$ cat config.mk
export PLATFORM = sky130hd
export DESIGN_NAME = cordic_fix2dbl
export DESIGN_NICKNAME = d
export VERILOG_FILES = /design/src/rtl/cordic_fix2dbl.sv
export SDC_FILE = /design/constraint.sdc
export NUM_CORES = 2
export LEC_CHECK = 0
export BUFFER_PORTS_ARGS = -buffer_cell sky130_fd_sc_hd__buf_4
export CELL_PAD_IN_SITES_DETAIL_PLACEMENT = 1
export CELL_PAD_IN_SITES_GLOBAL_PLACEMENT = 1
export CORE_MARGIN = 4
export CORE_UTILIZATION = 50
export DETAILED_ROUTE_END_ITERATION = 7
export PLACE_DENSITY = 0.87
export REMOVE_ABC_BUFFERS = 1
export SYNTH_ARGS = -nofsm -noshare
export SYNTH_HDL_FRONTEND = slang
export SYNTH_SLANG_ARGS = --single-unit
$ cat constraint.sdc
create_clock -name clk -period 21 [get_ports clk]
set_clock_uncertainty 0.15 [all_clocks]
set_input_delay 4.2 -clock clk [delete_from_list [all_inputs] [get_ports clk]]
set_output_delay 4.2 -clock clk [all_outputs]
set_load 0.01 [all_outputs]
$ cat src/rtl/cordic_fix2dbl.sv
// Converts CORDIC X/Y (Q1.52) and phase (fraction of a turn, scaled to radians)
// into binary64 values, one operand per cycle through a single normalizer.
module cordic_fix2dbl #(
    parameter int          IW      = 54,
    parameter int          PW      = 60,
    parameter logic [52:0] TWOPI_M = 53'h1921FB54442D18
) (
    input  logic          rst,
    input  logic          clk,
    input  logic          ld,
    input  logic [IW-1:0] xval_i,
    input  logic [IW-1:0] yval_i,
    input  logic [PW-1:0] phase_i,
    output logic          busy,
    output logic          done,
    output logic [63:0]   xdbl_o,
    output logic [63:0]   ydbl_o,
    output logic [63:0]   phdbl_o
);
    localparam int MW = PW + 53;
    localparam int LW = $clog2(MW);
    localparam logic [10:0] F_XY = 11'd52;
    localparam logic [10:0] F_PH = 11'd110;

    typedef enum logic [2:0] {IDLE, MUL, CX, CY, CP} state_t;

    state_t        state_q, state_d;
    logic          xs_q, xs_d, ys_q, ys_d, ps_q, ps_d;
    logic [IW-1:0] xm_q, xm_d, ym_q, ym_d;
    logic [PW-1:0] pm_q, pm_d;
    logic [MW-1:0] prod_q, prod_d;
    logic [63:0]   xdbl_q, xdbl_d, ydbl_q, ydbl_d, phdbl_q, phdbl_d;
    logic          done_q, done_d;

    // shared normalizer signals
    logic [MW-1:0] nm, norm;
    logic [10:0]   nf, nexp, nexp_r;
    logic          nsign, guard, sticky, inc, carry;
    logic [LW-1:0] lead, shamt;
    logic [51:0]   frac, frac_r;
    logic [63:0]   nres;

    always_comb begin
        nm    = '0;
        nf    = F_XY;
        nsign = 1'b0;
        case (state_q)
            CX: begin
                nm    = {{(MW-IW){1'b0}}, xm_q};
                nsign = xs_q;
            end
            CY: begin
                nm    = {{(MW-IW){1'b0}}, ym_q};
                nsign = ys_q;
            end
            CP: begin
                nm    = prod_q;
                nf    = F_PH;
                nsign = ps_q;
            end
            default: ;
        endcase
    end

    always_comb begin
        lead = '0;
        for (int i = 0; i < MW; i++)
            if (nm[i]) lead = LW'(i);
        shamt  = LW'(MW-1) - lead;
        norm   = nm << shamt;
        frac   = norm[MW-2 -: 52];
        guard  = norm[MW-54];
        sticky = |norm[MW-55:0];
        inc    = guard & (sticky | frac[0]);
        {carry, frac_r} = {1'b0, frac} + {52'b0, inc};
        nexp   = 11'd1023 + {{(11-LW){1'b0}}, lead} - nf;
        nexp_r = nexp + {10'b0, carry};
        // the normalized MSB is set exactly when the operand is nonzero
        nres   = norm[MW-1] ? {nsign, nexp_r, frac_r} : 64'h0;
    end

    always_comb begin
        state_d = state_q;
        xs_d    = xs_q;
        ys_d    = ys_q;
        ps_d    = ps_q;
        xm_d    = xm_q;
        ym_d    = ym_q;
        pm_d    = pm_q;
        prod_d  = prod_q;
        xdbl_d  = xdbl_q;
        ydbl_d  = ydbl_q;
        phdbl_d = phdbl_q;
        done_d  = 1'b0;
        case (state_q)
            IDLE: if (ld) begin
                xs_d    = xval_i[IW-1];
                ys_d    = yval_i[IW-1];
                ps_d    = phase_i[PW-1];
                xm_d    = xval_i[IW-1] ? -xval_i : xval_i;
                ym_d    = yval_i[IW-1] ? -yval_i : yval_i;
                pm_d    = phase_i[PW-1] ? -phase_i : phase_i;
                state_d = MUL;
            end
            MUL: begin
                prod_d  = {{(MW-PW){1'b0}}, pm_q} * {{(MW-53){1'b0}}, TWOPI_M};
                state_d = CX;
            end
            CX: begin
                xdbl_d  = nres;
                state_d = CY;
            end
            CY: begin
                ydbl_d  = nres;
                state_d = CP;
            end
            CP: begin
                phdbl_d = nres;
                done_d  = 1'b1;
                state_d = IDLE;
            end
            default: state_d = IDLE;
        endcase
    end

    always_ff @(posedge clk or posedge rst) begin
        if (rst) begin
            state_q <= IDLE;
            xs_q    <= 1'b0;
            ys_q    <= 1'b0;
            ps_q    <= 1'b0;
            xm_q    <= '0;
            ym_q    <= '0;
            pm_q    <= '0;
            prod_q  <= '0;
            xdbl_q  <= 64'h0;
            ydbl_q  <= 64'h0;
            phdbl_q <= 64'h0;
            done_q  <= 1'b0;
        end else begin
            state_q <= state_d;
            xs_q    <= xs_d;
            ys_q    <= ys_d;
            ps_q    <= ps_d;
            xm_q    <= xm_d;
            ym_q    <= ym_d;
            pm_q    <= pm_d;
            prod_q  <= prod_d;
            xdbl_q  <= xdbl_d;
            ydbl_q  <= ydbl_d;
            phdbl_q <= phdbl_d;
            done_q  <= done_d;
        end
    end

    assign busy    = (state_q != IDLE);
    assign done    = done_q;
    assign xdbl_o  = xdbl_q;
    assign ydbl_o  = ydbl_q;
    assign phdbl_o = phdbl_q;
endmodule

==> flow_metrics.env <==
export IMPL_track_usage=0.4157
export IMPL_cts_max_path_buffers=3
export IMPL_grt_pass1_vias=76304
export IMPL_synthFlopType="dfrtp_1"
export IMPL_grt_max_degree=128
export IMPL_fp_dieW_um=404.3
export IMPL_core_area_um2=156200
export IMPL_port_buffers=364
export IMPL_tns_ns=0
export IMPL_cp_startpoint="state_q[2]"
export IMPL_final_cell_mix="inv_1, fa_1, ha_1, nand2_1, o21ai_0"
export IMPL_timing_fmax_mhz=70.84
export IMPL_synth_top_family_by_area="adder cells"
export IMPL_yosysTopAreaCell="fa_1"
export IMPL_drt_antenna_violating_nets=0
export IMPL_path_class="flip-flop to flip-flop"
export IMPL_fin_crit_ns=14.12
export IMPL_cp_required_ns=21.45
export IMPL_seq_area_um2=11940
export IMPL_synth_xor_area_frac=0.03589
export IMPL_cts_tree="done"
export IMPL_nFillCells=17895
export IMPL_synth_area_top_cells="fa_1, dfrtp_1, ha_1"
export IMPL_netlist_instances=8468
export IMPL_clk_latency_ns=0.69
export IMPL_grt_setup_unrepaired="false"
export IMPL_synth_edf_count=0
export IMPL_synth_area_um2=78510
export IMPL_synth_cell_type_count=107
export IMPL_ff2ff_path_depth=40
export IMPL_synth_avg_cell_area_um2=9.271
export IMPL_drt_iter0_drc=6604
export IMPL_rows=145
export IMPL_antenna_found_initial=12
export IMPL_worst_slack_ns=6.884
export IMPL_viasPerCell=6.377
export IMPL_grt_pass1_wl_um=502600
export IMPL_layout_commonest_cell="inv_1"
export IMPL_min_path_type="flip-flop to flip-flop"
export IMPL_synthAdderAreaFrac=0.4102
export IMPL_post_cts_buffers=0
export IMPL_cp_depth=40
export IMPL_worstHoldStart="xm_q[53]"
export IMPL_ys_seq_area_frac=0.1520
export IMPL_die_y_um=404.3
export IMPL_synthMuxAreaShare=0.05309
export IMPL_drive_above_1_share=0.09950
export IMPL_synth_compound_area_share=0.1429
export IMPL_yosys_warnings=0
export IMPL_async_flop_share=1.000
export IMPL_fin_nets=10751
export IMPL_cp_common_cell="buf_4"
export IMPL_slew_headroom=0.02382
export IMPL_flow_area_growth_from_synthesis_pct=8.973
export IMPL_holdPathStages=2
export IMPL_synth_top_area_frac=0.2808
export IMPL_ios=365
export IMPL_crit_buf_inv=8
export IMPL_start_util=0.5026
export IMPL_hpwl_um=284300
export IMPL_cap_violations=0
export IMPL_path_max_fanout=73
export IMPL_multiInputGateArea_um2=58870
export IMPL_ys_seq_elements=477
export IMPL_hold_violations=0
export IMPL_postCtsResizedCells=0
export IMPL_cp_data_arrival_time_ns=14.57
export IMPL_cts_buffers=55
export IMPL_dr_pass1_iters=6
export IMPL_pre_cts_ws_ns=7.286
export IMPL_tightestPinTransition_ns=1.455
export IMPL_gp_congestion=1.053
export IMPL_die_area_um2=163400
export IMPL_critPathCaptureType="flip-flop"
export IMPL_totalWireLength_um=342100
export IMPL_htree_levels=2
export IMPL_cts_root_buffer="clkbuf_16"
export IMPL_status="completed"
export IMPL_overflow=0
export IMPL_cts_clk_slew_worst_paths_ns=0.06
export IMPL_start_kind="flip-flop"
export IMPL_rr_startpoint="state_q[2]"
export IMPL_ctsHoldBuffers=0
export IMPL_clock_sinks=477
export IMPL_vias=68746
export IMPL_crit_path_max_incr_delay_ns=0.78
export IMPL_cp_top_family="simple AND/OR/NAND/NOR gates"
export IMPL_drv_slew=0
export IMPL_yosys_area_share_simple=0.1059
export IMPL_wl_per_cell_um=31.73
export IMPL_setup_violations=0
export IMPL_drc_errors=0
export IMPL_min_period_over_period=0.6722
export IMPL_slowest_stage="o211a_4"
Yosys cell counts (37+ instances only):
| library cell | count |
|---|---|
| inv_1 | 1637 |
| fa_1 | 1101 |
| ha_1 | 812 |
| nand2_1 | 779 |
| o21ai_0 | 615 |
| dfrtp_1 | 477 |
| clkbuf_1 | 266 |
| nor2_1 | 257 |
| xor2_1 | 245 |
| a21oi_1 | 223 |
| mux2i_1 | 188 |
| o31ai_1 | 107 |
| nor3_1 | 97 |
| nand3_1 | 81 |
| a21o_1 | 76 |
| a221oi_1 | 76 |
| mux2_2 | 75 |
| xnor2_1 | 73 |
| buf_2 | 67 |
| and2_1 | 64 |
| mux4_2 | 64 |
| nor2b_1 | 59 |
| nor4_1 | 53 |
| a211oi_1 | 52 |
| o22ai_1 | 47 |
| nand4_1 | 46 |
| or3_1 | 46 |
| or4_1 | 42 |
| nand2b_1 | 40 |
| o211ai_1 | 39 |
| a31oi_1 | 38 |
| a221o_1 | 37 |
per-layer routing:
metal / global-route usage / vias to the layer above / part of all wire
li1: - / 28730 / -
met1: 0.4951 / 35177 / 0.36
met2: 0.6839 / 3573 / 0.47
met3: 0.07828 / 1256 / 0.080
met4: 0.2843 / 10 / 0.086
met5: 0 / - / 0.00020
stage by stage:
step | util | hold slack, ns | cells | cell area (um^2)
floorplan | - | 0.2902 | 8081 | 76810
global placement | 0.5347 | 0.3038 | 10666 | 83520
detailed placement | 0.5348 | 0.3125 | 10668 | 83540
CTS | 0.5476 | 0.3267 | 10772 | 85530
global route | 0.5476 | 0.3443 | 10772 | 85530
finish | 0.5477 | 0.3240 | 10780 | 85550
sequential cells by signal, indices dropped and copies added, names as in the netlist:
name,count
done,1
phdbl_o,64
pm_q,60
prod_q,110
ps_q,1
state_q,3
xdbl_o,64
xm_q,54
xs_q,1
ydbl_o,64
ym_q,54
ys_q,1
path summary, 6_finish.rpt:
path                                    end  slack (ns)
worst max-delay path            phdbl_o[62]        6.88
min in group asynchronous        xdbl_o[21]        3.50
max in group asynchronous          pm_q[29]       14.00
worst min register to register     xm_q[53]        0.32
worst max register to register  phdbl_o[62]        6.88
worst min-delay path               xm_q[53]        0.32
cells by family after synthesis:
family | after synthesis
XOR/XNOR | 320
multiplexers | 327
AND/OR/NAND/NOR | 1702
buffers and inverters | 2027
adder cells (fa/ha/maj) | 1913
flip-flops | 477
AO/OA/AOI/OAI | 1702
layout make-up:
class                      instances  area share
timing repair buffer             529     0.04657
antenna                            8   0.0002340
multi-input combinational       5964      0.6881
clock inverter                    33    0.005470
sequential                       477      0.1396
clock buffer                      71     0.01784
tap                             2058     0.03010
inverter                        1640     0.07213
tightest hold or removal path: cells and delay by family (launching register included):
family,cells,cell delay (ns)
AOI/OAI and AO/OA,1,0.06
and+or+nand+nor,1,0.04
DFF,1,0.34
Power is not shown: default switching activity piles up to over one toggle a cycle in this logic, so the estimate is an artifact.
